==> config.mk <==
export PLATFORM = sky130hd
export DESIGN_NAME = life_frame_scanner_flat
export DESIGN_NICKNAME = d
export VERILOG_FILES = /design/src/rtl/life_frame_scanner_if.sv /design/src/rtl/life_frame_scanner.sv /design/src/flat_wrapper.sv
export SDC_FILE = /design/constraint.sdc
export NUM_CORES = 1
export LEC_CHECK = 0
export ABC_CLOCK_PERIOD_IN_PS = 9400
export CAP_MARGIN = 20
export CELL_PAD_IN_SITES_DETAIL_PLACEMENT = 0
export CELL_PAD_IN_SITES_GLOBAL_PLACEMENT = 1
export CORE_UTILIZATION = 35
export DETAILED_ROUTE_END_ITERATION = 7
export DONT_BUFFER_PORTS = 1
export GPL_ROUTABILITY_DRIVEN = 0
export PLACE_DENSITY_LB_ADDON = 0.1
export REMOVE_ABC_BUFFERS = 1
export SETUP_SLACK_MARGIN = 0.05
export SYNTH_ARGS = -nofsm -noshare
export SYNTH_HDL_FRONTEND = slang
export SYNTH_SLANG_ARGS = --single-unit
==> constraint.sdc <==
create_clock -name clk -period 9.4 [get_ports clk]
set_clock_uncertainty 0.05 [all_clocks]
set_input_delay 2.82 -clock clk [delete_from_list [all_inputs] [get_ports clk]]
set_output_delay 2.82 -clock clk [all_outputs]
set_load 0.1 [all_outputs]
==> src/rtl/life_frame_scanner_if.sv <==
// Handshake bundle between the life engine, the frame scanner and the
// cell-stream sink. The scanner sits on the slave side. The engine and the sink
// together form the master side.
interface life_frame_scanner_if #(
   parameter int N = 10
);
   localparam int RW = $clog2(N);
   localparam int PW = $clog2(N*N+1);

   // generation capture handshake
   logic [N-1:0][N-1:0] grid_in;
   logic                grid_valid;
   logic                grid_ready;

   // row-major cell stream
   logic                cell_valid;
   logic                cell_ready;
   logic                cell_alive;
   logic [RW-1:0]       cell_row;
   logic [RW-1:0]       cell_col;
   logic                cell_last;

   // per-frame statistics
   logic [PW-1:0]       pop_count;
   logic                pop_valid;
   logic                stable;

   modport slave (
      input  grid_in, grid_valid, cell_ready,
      output grid_ready, cell_valid, cell_alive, cell_row, cell_col, cell_last,
             pop_count, pop_valid, stable
   );

   modport master (
      output grid_in, grid_valid, cell_ready,
      input  grid_ready, cell_valid, cell_alive, cell_row, cell_col, cell_last,
             pop_count, pop_valid, stable
   );
endinterface

==> src/rtl/life_frame_scanner.sv <==
// Frame scanner: snapshots one generation of the N x N life grid, streams its
// cells row-major one beat at a time, and reports the population of the frame
// and whether the frame repeats the previous generation.
module life_frame_scanner #(
   parameter int N = 10
) (
   input  logic                 clk,
   input  logic                 reset,
   life_frame_scanner_if.slave  bus
);
   localparam int RW = $clog2(N);
   localparam int PW = $clog2(N*N+1);

   localparam logic [0:0] S_IDLE   = 1'b0;
   localparam logic [0:0] S_STREAM = 1'b1;

   logic [0:0]          state;
   logic [N-1:0][N-1:0] snapshot;
   logic [N-1:0][N-1:0] prev;
   logic                first;
   logic [RW-1:0]       row;
   logic [RW-1:0]       col;
   logic [PW-1:0]       acc;
   logic [PW-1:0]       pop_count_q;
   logic                pop_valid_q;
   logic                stable_q;

   logic                capture;
   logic                xfer;
   logic                at_last;
   logic                alive;

   // The cell beat is a pure function of state, position and snapshot, so it
   // holds exactly while the sink stalls and drops to zero as soon as reset hits.
   assign alive   = (state == S_STREAM) & snapshot[row][col];
   assign at_last = (row == RW'(N-1)) && (col == RW'(N-1));
   assign capture = bus.grid_valid & (state == S_IDLE);
   assign xfer    = (state == S_STREAM) & bus.cell_ready;

   assign bus.grid_ready = (state == S_IDLE);
   assign bus.cell_valid = (state == S_STREAM);
   assign bus.cell_alive = alive;
   assign bus.cell_row   = row;
   assign bus.cell_col   = col;
   assign bus.cell_last  = (state == S_STREAM) & at_last;
   assign bus.pop_count  = pop_count_q;
   assign bus.pop_valid  = pop_valid_q;
   assign bus.stable     = stable_q;

   // Capture, beat sequencing, population accumulation and frame comparison.
   // NOTE: all state here uses <= so every register samples pre-edge values;
   // the snapshot and prev grids are reset too, so a reset mid-stream leaves
   // no trace of the aborted frame for the next stable comparison.
   always_ff @(posedge clk or posedge reset) begin
      if (reset) begin
         state       <= S_IDLE;
         snapshot    <= '0;
         prev        <= '0;
         first       <= 1'b1;
         row         <= '0;
         col         <= '0;
         acc         <= '0;
         pop_count_q <= '0;
         pop_valid_q <= 1'b0;
         stable_q    <= 1'b0;
      end else begin
         pop_valid_q <= 1'b0;
         case (state)
            S_IDLE: begin
               if (capture) begin
                  snapshot <= bus.grid_in;
                  stable_q <= !first && (bus.grid_in == prev);
                  prev     <= bus.grid_in;
                  first    <= 1'b0;
                  row      <= '0;
                  col      <= '0;
                  acc      <= '0;
                  state    <= S_STREAM;
               end
            end
            S_STREAM: begin
               if (xfer) begin
                  if (at_last) begin
                     pop_count_q <= acc + PW'(alive);
                     pop_valid_q <= 1'b1;
                     row         <= '0;
                     col         <= '0;
                     state       <= S_IDLE;
                  end else begin
                     acc <= acc + PW'(alive);
                     if (col == RW'(N-1)) begin
                        col <= '0;
                        row <= row + RW'(1);
                     end else begin
                        col <= col + RW'(1);
                     end
                  end
               end
            end
            default: state <= S_IDLE;
         endcase
      end
   end
endmodule

==> src/flat_wrapper.sv <==
// flat-port wrapper written by rule: the top's interface ports become plain ports
module life_frame_scanner_flat 
#(
   parameter int N = 10
)
  (clk, reset, bus_grid_in, bus_grid_valid, bus_cell_ready, bus_grid_ready, bus_cell_valid, bus_cell_alive, bus_cell_row, bus_cell_col, bus_cell_last, bus_pop_count, bus_pop_valid, bus_stable);
  life_frame_scanner_if #(.N(N)) bus_i ();
  input  logic clk;
  input  logic reset;
  input wire logic [$bits(bus_i.grid_in)-1:0] bus_grid_in;
  input wire logic [$bits(bus_i.grid_valid)-1:0] bus_grid_valid;
  input wire logic [$bits(bus_i.cell_ready)-1:0] bus_cell_ready;
  output wire logic [$bits(bus_i.grid_ready)-1:0] bus_grid_ready;
  output wire logic [$bits(bus_i.cell_valid)-1:0] bus_cell_valid;
  output wire logic [$bits(bus_i.cell_alive)-1:0] bus_cell_alive;
  output wire logic [$bits(bus_i.cell_row)-1:0] bus_cell_row;
  output wire logic [$bits(bus_i.cell_col)-1:0] bus_cell_col;
  output wire logic [$bits(bus_i.cell_last)-1:0] bus_cell_last;
  output wire logic [$bits(bus_i.pop_count)-1:0] bus_pop_count;
  output wire logic [$bits(bus_i.pop_valid)-1:0] bus_pop_valid;
  output wire logic [$bits(bus_i.stable)-1:0] bus_stable;
  assign bus_i.grid_in = bus_grid_in;
  assign bus_i.grid_valid = bus_grid_valid;
  assign bus_i.cell_ready = bus_cell_ready;
  assign bus_grid_ready = bus_i.grid_ready;
  assign bus_cell_valid = bus_i.cell_valid;
  assign bus_cell_alive = bus_i.cell_alive;
  assign bus_cell_row = bus_i.cell_row;
  assign bus_cell_col = bus_i.cell_col;
  assign bus_cell_last = bus_i.cell_last;
  assign bus_pop_count = bus_i.pop_count;
  assign bus_pop_valid = bus_i.pop_valid;
  assign bus_stable = bus_i.stable;
  life_frame_scanner #(.N(N)) u_core (.clk(clk), .reset(reset), .bus(bus_i));
endmodule
==> results of run 1 <==
-- worst paths after layout --
| check | start | endpoint | slack, ps |
|---|---|---|---|
| min in group asynchronous | reset | u_core.bus.cell_valid$_DFF_PP0_ | 2350 |
| worst max-delay path | u_core.bus.cell_row[0]$_DFFE_PP0P_ | bus_cell_alive | 2900 |
| worst max register to register | u_core.bus.cell_row[0]$_DFFE_PP0P_ | u_core.acc[6]$_DFFE_PP0P_ | 5290 |
| worst min register to register | u_core.first$_DFFE_PP1P_ | u_core.first$_DFFE_PP1P_ | 450 |
| max in group asynchronous | reset | u_core.bus.cell_row[2]$_DFFE_PP0P_ | 5510 |
| worst min-delay path | u_core.first$_DFFE_PP1P_ | u_core.first$_DFFE_PP1P_ | 450 |
-- critical path: stages (launching register included) --
cell and delay (ps):
dfrtp_2 780, buf_4 580, mux4_2 580, nor2b_1 160, a2111oi_2 70, a2111oi_1 520, o41ai_2 230, buf_16 260
-- through the flow --
step	instances	hold slack (ps)
after floorplan	738	419
after global placement	1014	428
after detailed placement	1014	437
after CTS	1046	448
after global routing	1048	460
final	1048	446
-- power groups by stage --
stage | Combinational, mW | Clock, mW | Sequential [mW]
after floorplan | 0.351 | 0 | 0.821
after detailed placement | 0.562 | 0 | 0.793
after global routing | 0.609 | 0.779 | 0.796
final | 0.557 | 0.739 | 0.784
after CTS | 0.566 | 0.754 | 0.783
after global placement | 0.553 | 0 | 0.791
-- sequential cells by signal, summed over array words and instances (netlist names), 4 cells and up --
register,cells
u_core.acc,7
u_core.bus.cell_col,4
u_core.bus.cell_row,4
u_core.bus.pop_count,7
u_core.prev,60
u_core.snapshot,40
-- cell type report --
class	count	area (um^2)
fill	1961	11600
multi-input combinational	607	3690
sequential	126	3160
clock buffer	20	447
tap	265	332
clock inverter	12	210
timing repair buffer	13	161
inverter	5	21.3
-- cells in the mapped netlist, types with 6 or more instances --
master	number	area [um^2]
nand2_1	313	1170
dfrtp_1	125	3130
xor2_1	84	736
clkbuf_1	22	82.6
nor4_1	21	131
xnor2_1	20	175
o21ai_0	17	85.1
nor2_1	16	60.1
mux2_2	15	169
mux2i_1	12	120
nand4_1	12	75.1
mux4_2	11	248
a21oi_1	8	40.0
nand3_1	8	40.0
nor2b_1	8	50.1
buf_2	6	30.0
buf_4	6	45.0
ha_1	6	75.1
o31ai_1	6	45.0
-- kinds of logic after synthesis --
logic type,after synthesis,synth area share (%)
AO/OA/AOI/OAI,55,5.34
flip-flops,126,44.9
buffers and inverters,42,2.94
multiplexers,41,8.76
adder cells (fa/ha/maj),6,1.07
XOR/XNOR,104,13.0
AND/OR/NAND/NOR,401,24.0
-- routing by layer --
metal / vias up / global-route usage (%)
met3: 14 / 7.16
li1: 2570 / -
met5: - / 0
met1: 2625 / 28.5
met2: 133 / 33.7
met4: 0 / 4.93
==> results.yml, run 1 <==
run_status:
  outcome: "finished, final reports clean"
floorplanning:
  io_pins: 125
  core_region_area_um2: 19600
  die_h_um: 144
  dieArea_um2: 20600
  start_util_pct: 35.9
  num_rows: 51
  dieWidth_um: 144
timing:
  finalHoldViolCount: 0
  fin_crit_ps: 6500
  tns_ps: 0
  rsz0062_at_grt: "no"
  relSlewSlack_pct: 26.2
  setup_viol: 0
  fin_crit_sh_pct: 69.1
  fin_ws_ps: 2900
  final_max_slew_viol_count: 0
  tightest_slew_ps: 1110
  clock.fmax_mhz: 154
global_route:
  grt_max_degree: 101
  grt_usage_pct: 21.5
  overflow: 0
  grt_pass1_wl_um: 32100
  antenna_found_initial: 0
  grt_pass1_vias: 5317
drt:
  vias: 5342
  drt-initial-drc-count: 333
  firstDrtPassIters: 5
  remaining_drc_errors: 0
  post_drt_wl_per_cell_um: 20.0
  wl_um: 20900
  routed_via_density: 5.10
  top_layer_used: "met4"
  ant_nets: 0
  dr_wl_met2_um: 9850
  met1_length_um: 9420
  dr_wl_met3_um: 1470
setup_path:
  worstSetupEndpointType: "output port"
  arrival_ps: 3630
  start_kind: "flip-flop"
  path_class: "reg2out"
  required_ps: 6530
  worst-r2r-cell-count: 11
  cp_max_fo: 27
cts:
  postCtsHoldBufs: 0
  cts_tree: "built"
  cts-resized-gates: 0
  clockRootBuffer: "clkbuf_16"
  clock_latency_ps: 420
  clock-sinks: 126
  cts_buffer_depth: 2
  htree_levels: 4
  cts_setup_buffers: 0
  numCtsBuffers: 17
  clk_pin_slew_ps: 60
synth:
  syn-instance-count: 775
  ys_async_sr_fraction_pct: 100
  synth_warnings: 0
  synth_edf_count: 0
  synth.cell_area_um2: 7020
  avgSynthCellArea_um2: 9.06
  ys_seq_area_share_pct: 44.9
  synth-seq-cells: 126
  synthFlopType: "dfrtp_1"
  synthDistinctLibCells: 55
pwr:
  p_comb_share_pct: 26.8
  power.density_nw_per_um2: 259
  switching_power_mw: 0.737
  power_mw: 2.08
  switching_share_pct: 35.4
  pwr-share-clk_pct: 35.5
  seqPwrFrac_pct: 37.7
  p_leak_nw: 3.78
  intPower_mw: 1.34
  ir_drop_mv: 0.128
layout:
  layout_commonest_cell: "nand2_1"
  final_util_pct: 40.9
  diodes: 0
  final_cell_mix: "312 x nand2_1, 122 x dfrtp_1, 84 x xor2_1"
  drive_gt1_share_pct: 10.5
  area_delta_synth_final_pct: 14.2
  nets: 880
  fin_area_um2: 8020
placed_design:
  dpl_cell_area_um2: 7320
  io_buffers: 0
  post-place-ws_ps: 3320
  dp_hpwl_um: 15400
job:
  max_cap_violations: 0
min_path:
  whs_path_depth: 1
  hp-class: "reg2reg"
(Power assumes the default switching activity.)
==> run 2: changes to the inputs <==
--- a/config.mk
+++ b/config.mk
@@ -5,7 +5,7 @@
 export SDC_FILE = /design/constraint.sdc
 export NUM_CORES = 1
 export LEC_CHECK = 0
-export ABC_CLOCK_PERIOD_IN_PS = 9400
+export ABC_CLOCK_PERIOD_IN_PS = 6600
 export CAP_MARGIN = 20
 export CELL_PAD_IN_SITES_DETAIL_PLACEMENT = 0
 export CELL_PAD_IN_SITES_GLOBAL_PLACEMENT = 1
==> constraint.sdc (replaced) <==
create_clock -name clk -period 6.6 [get_ports clk]
set_clock_uncertainty 0.05 [all_clocks]
set_input_delay 1.98 -clock clk [delete_from_list [all_inputs] [get_ports clk]]
set_output_delay 1.98 -clock clk [all_outputs]
set_load 0.1 [all_outputs]
==> results.yml, run 2 (synthesis results as in run 1) <==
cts:
  clockRootBuffer: "clkbuf_16"
  cts_tree: "built"
  cts-resized-gates: 0
  clk_pin_slew_ps: 60
  cts_setup_buffers: 0
  clock-sinks: 126
  htree_levels: 4
  numCtsBuffers: 17
  clock_latency_ps: 420
  cts_buffer_depth: 2
  postCtsHoldBufs: 0
drt:
  remaining_drc_errors: 0
  post_drt_wl_per_cell_um: 20.3
  drt-initial-drc-count: 260
  vias: 5422
  firstDrtPassIters: 5
  routed_via_density: 5.16
  wl_um: 21300
  ant_nets: 0
floorplanning:
  core_region_area_um2: 19600
  dieWidth_um: 144
  num_rows: 51
  io_pins: 125
  start_util_pct: 35.9
  die_h_um: 144
  dieArea_um2: 20600
layout:
  diodes: 0
  stdcell_count: 1050
  largest_reg_flops: 60
  final_cell_mix: "312 x nand2_1, 122 x dfrtp_1, 84 x xor2_1"
  drive_gt1_share_pct: 10.8
  area_delta_synth_final_pct: 12.9
  nets: 882
  layout_commonest_cell: "nand2_1"
  n_fill_cell: 2000
  reg_top3: "u_core.prev: 60 flops, u_core.snapshot: 40 flops"
  regMostFlops: "u_core.prev"
job:
  max_cap_violations: 0
setup_path:
  worst-r2r-cell-count: 11
  startpoint: "u_core.bus.cell_row[0]$_DFFE_PP0P_"
  worstSetupEndpointType: "output port"
  timing.rr.start: "u_core.bus.cell_row[0]$_DFFE_PP0P_"
  start_kind: "flip-flop"
  r2r_slack_ps: 2690
  crit_end: "bus_cell_alive"
  rr_endpoint: "u_core.bus.pop_count[4]$_DFFE_PP0P_"
  cp_max_fo: 28
  required_ps: 4570
  path_class: "reg2out"
  arrival_ps: 3380
timing:
  relSlewSlack_pct: 26.2
  finalHoldViolCount: 0
  fin_crit_sh_pct: 82.0
  rsz0062_at_grt: "no"
  hold_slack_ps: 438
  tightest_slew_ps: 1110
  fin_ws_ps: 1190
  final_max_slew_viol_count: 0
  clock.fmax_mhz: 185
  setup_viol: 0
  fin_crit_ps: 5410
pwr:
  ir_drop_mv: 0.174
  pwr-share-clk_pct: 32.3
  p_comb_share_pct: 27.5
  power.density_nw_per_um2: 356
  seqPwrFrac_pct: 40.2
  switching_share_pct: 36.7
  switching_power_mw: 1.04
  intPower_mw: 1.79
  p_leak_nw: 3.75
global_route:
  grt_usage_pct: 22.1
  grt_max_degree: 101
  grt_pass1_wl_um: 32900
  antenna_found_initial: 0
  overflow: 0
  grt_pass1_vias: 5528
run_status:
  outcome: "finished, final reports clean"
min_path:
  hp-class: "reg2reg"
  whs_path_depth: 1
placed_design:
  dp_cells: 1017
  io_buffers: 0
  dp_hpwl_um: 15800
  post-place-ws_ps: 1580
## run 2: power by group through the flow
stage,sequential [mW],clock [mW],combinational (mW)
5_1_grt,1.16,0.969,0.848
4_1_cts,1.14,0.936,0.786
3_3_place_gp,1.15,0,0.771
3_5_place_dp,1.15,0,0.783
2_1_floorplan,1.17,0,0.500
6_report,1.14,0.913,0.776
## run 2: layout make-up
| class | count | area (um^2) | share of cell area, % |
|---|---|---|---|
| clock inverter | 13 | 123 | 1.55 |
| multi-input combinational | 607 | 3690 | 46.5 |
| tap | 265 | 332 | 4.18 |
| sequential | 126 | 3160 | 39.8 |
| clock buffer | 19 | 443 | 5.58 |
| inverter | 5 | 21.3 | 0.268 |
| timing repair buffer | 15 | 165 | 2.08 |
## run 2: stage by stage
stage	power (mW)	TNS, ps	instance area, um^2	util, %
6_report	2.83	0	7930	40.5
5_1_grt	2.98	0	7930	40.5
4_1_cts	2.86	0	7910	40.4
3_5_place_dp	1.93	0	7350	37.5
3_3_place_gp	1.92	0	7350	37.5
2_1_floorplan	1.67	-10950	6840	-
## run 2: how the worst min path moves through the flow
stage / slack [ps] / end / start
2_1_floorplan: 420 / u_core.acc[6]$_DFFE_PP0P_ / u_core.acc[6]$_DFFE_PP0P_
3_3_place_gp: 430 / u_core.first$_DFFE_PP1P_ / u_core.first$_DFFE_PP1P_
3_5_place_dp: 430 / u_core.first$_DFFE_PP1P_ / u_core.first$_DFFE_PP1P_
4_1_cts: 440 / u_core.first$_DFFE_PP1P_ / u_core.first$_DFFE_PP1P_
5_1_grt: 440 / u_core.first$_DFFE_PP1P_ / u_core.first$_DFFE_PP1P_
6_report: 440 / u_core.first$_DFFE_PP1P_ / u_core.first$_DFFE_PP1P_
## run 2: critical path: stages (launching register included)
cell	delay, ps
dfrtp_2	810
buf_4	480
mux2_2	390
o21ai_0	180
o32ai_1	100
a2111oi_1	510
o41ai_2	220
buf_16	250
## run 2: per-layer routing
metal	vias up	GRT usage (%)	wire length [um]
li1	2570	-	-
met1	2654	29.0	9290
met2	168	33.9	9830
met3	30	6.76	1680
met4	0	8.90	538
met5	-	0	0
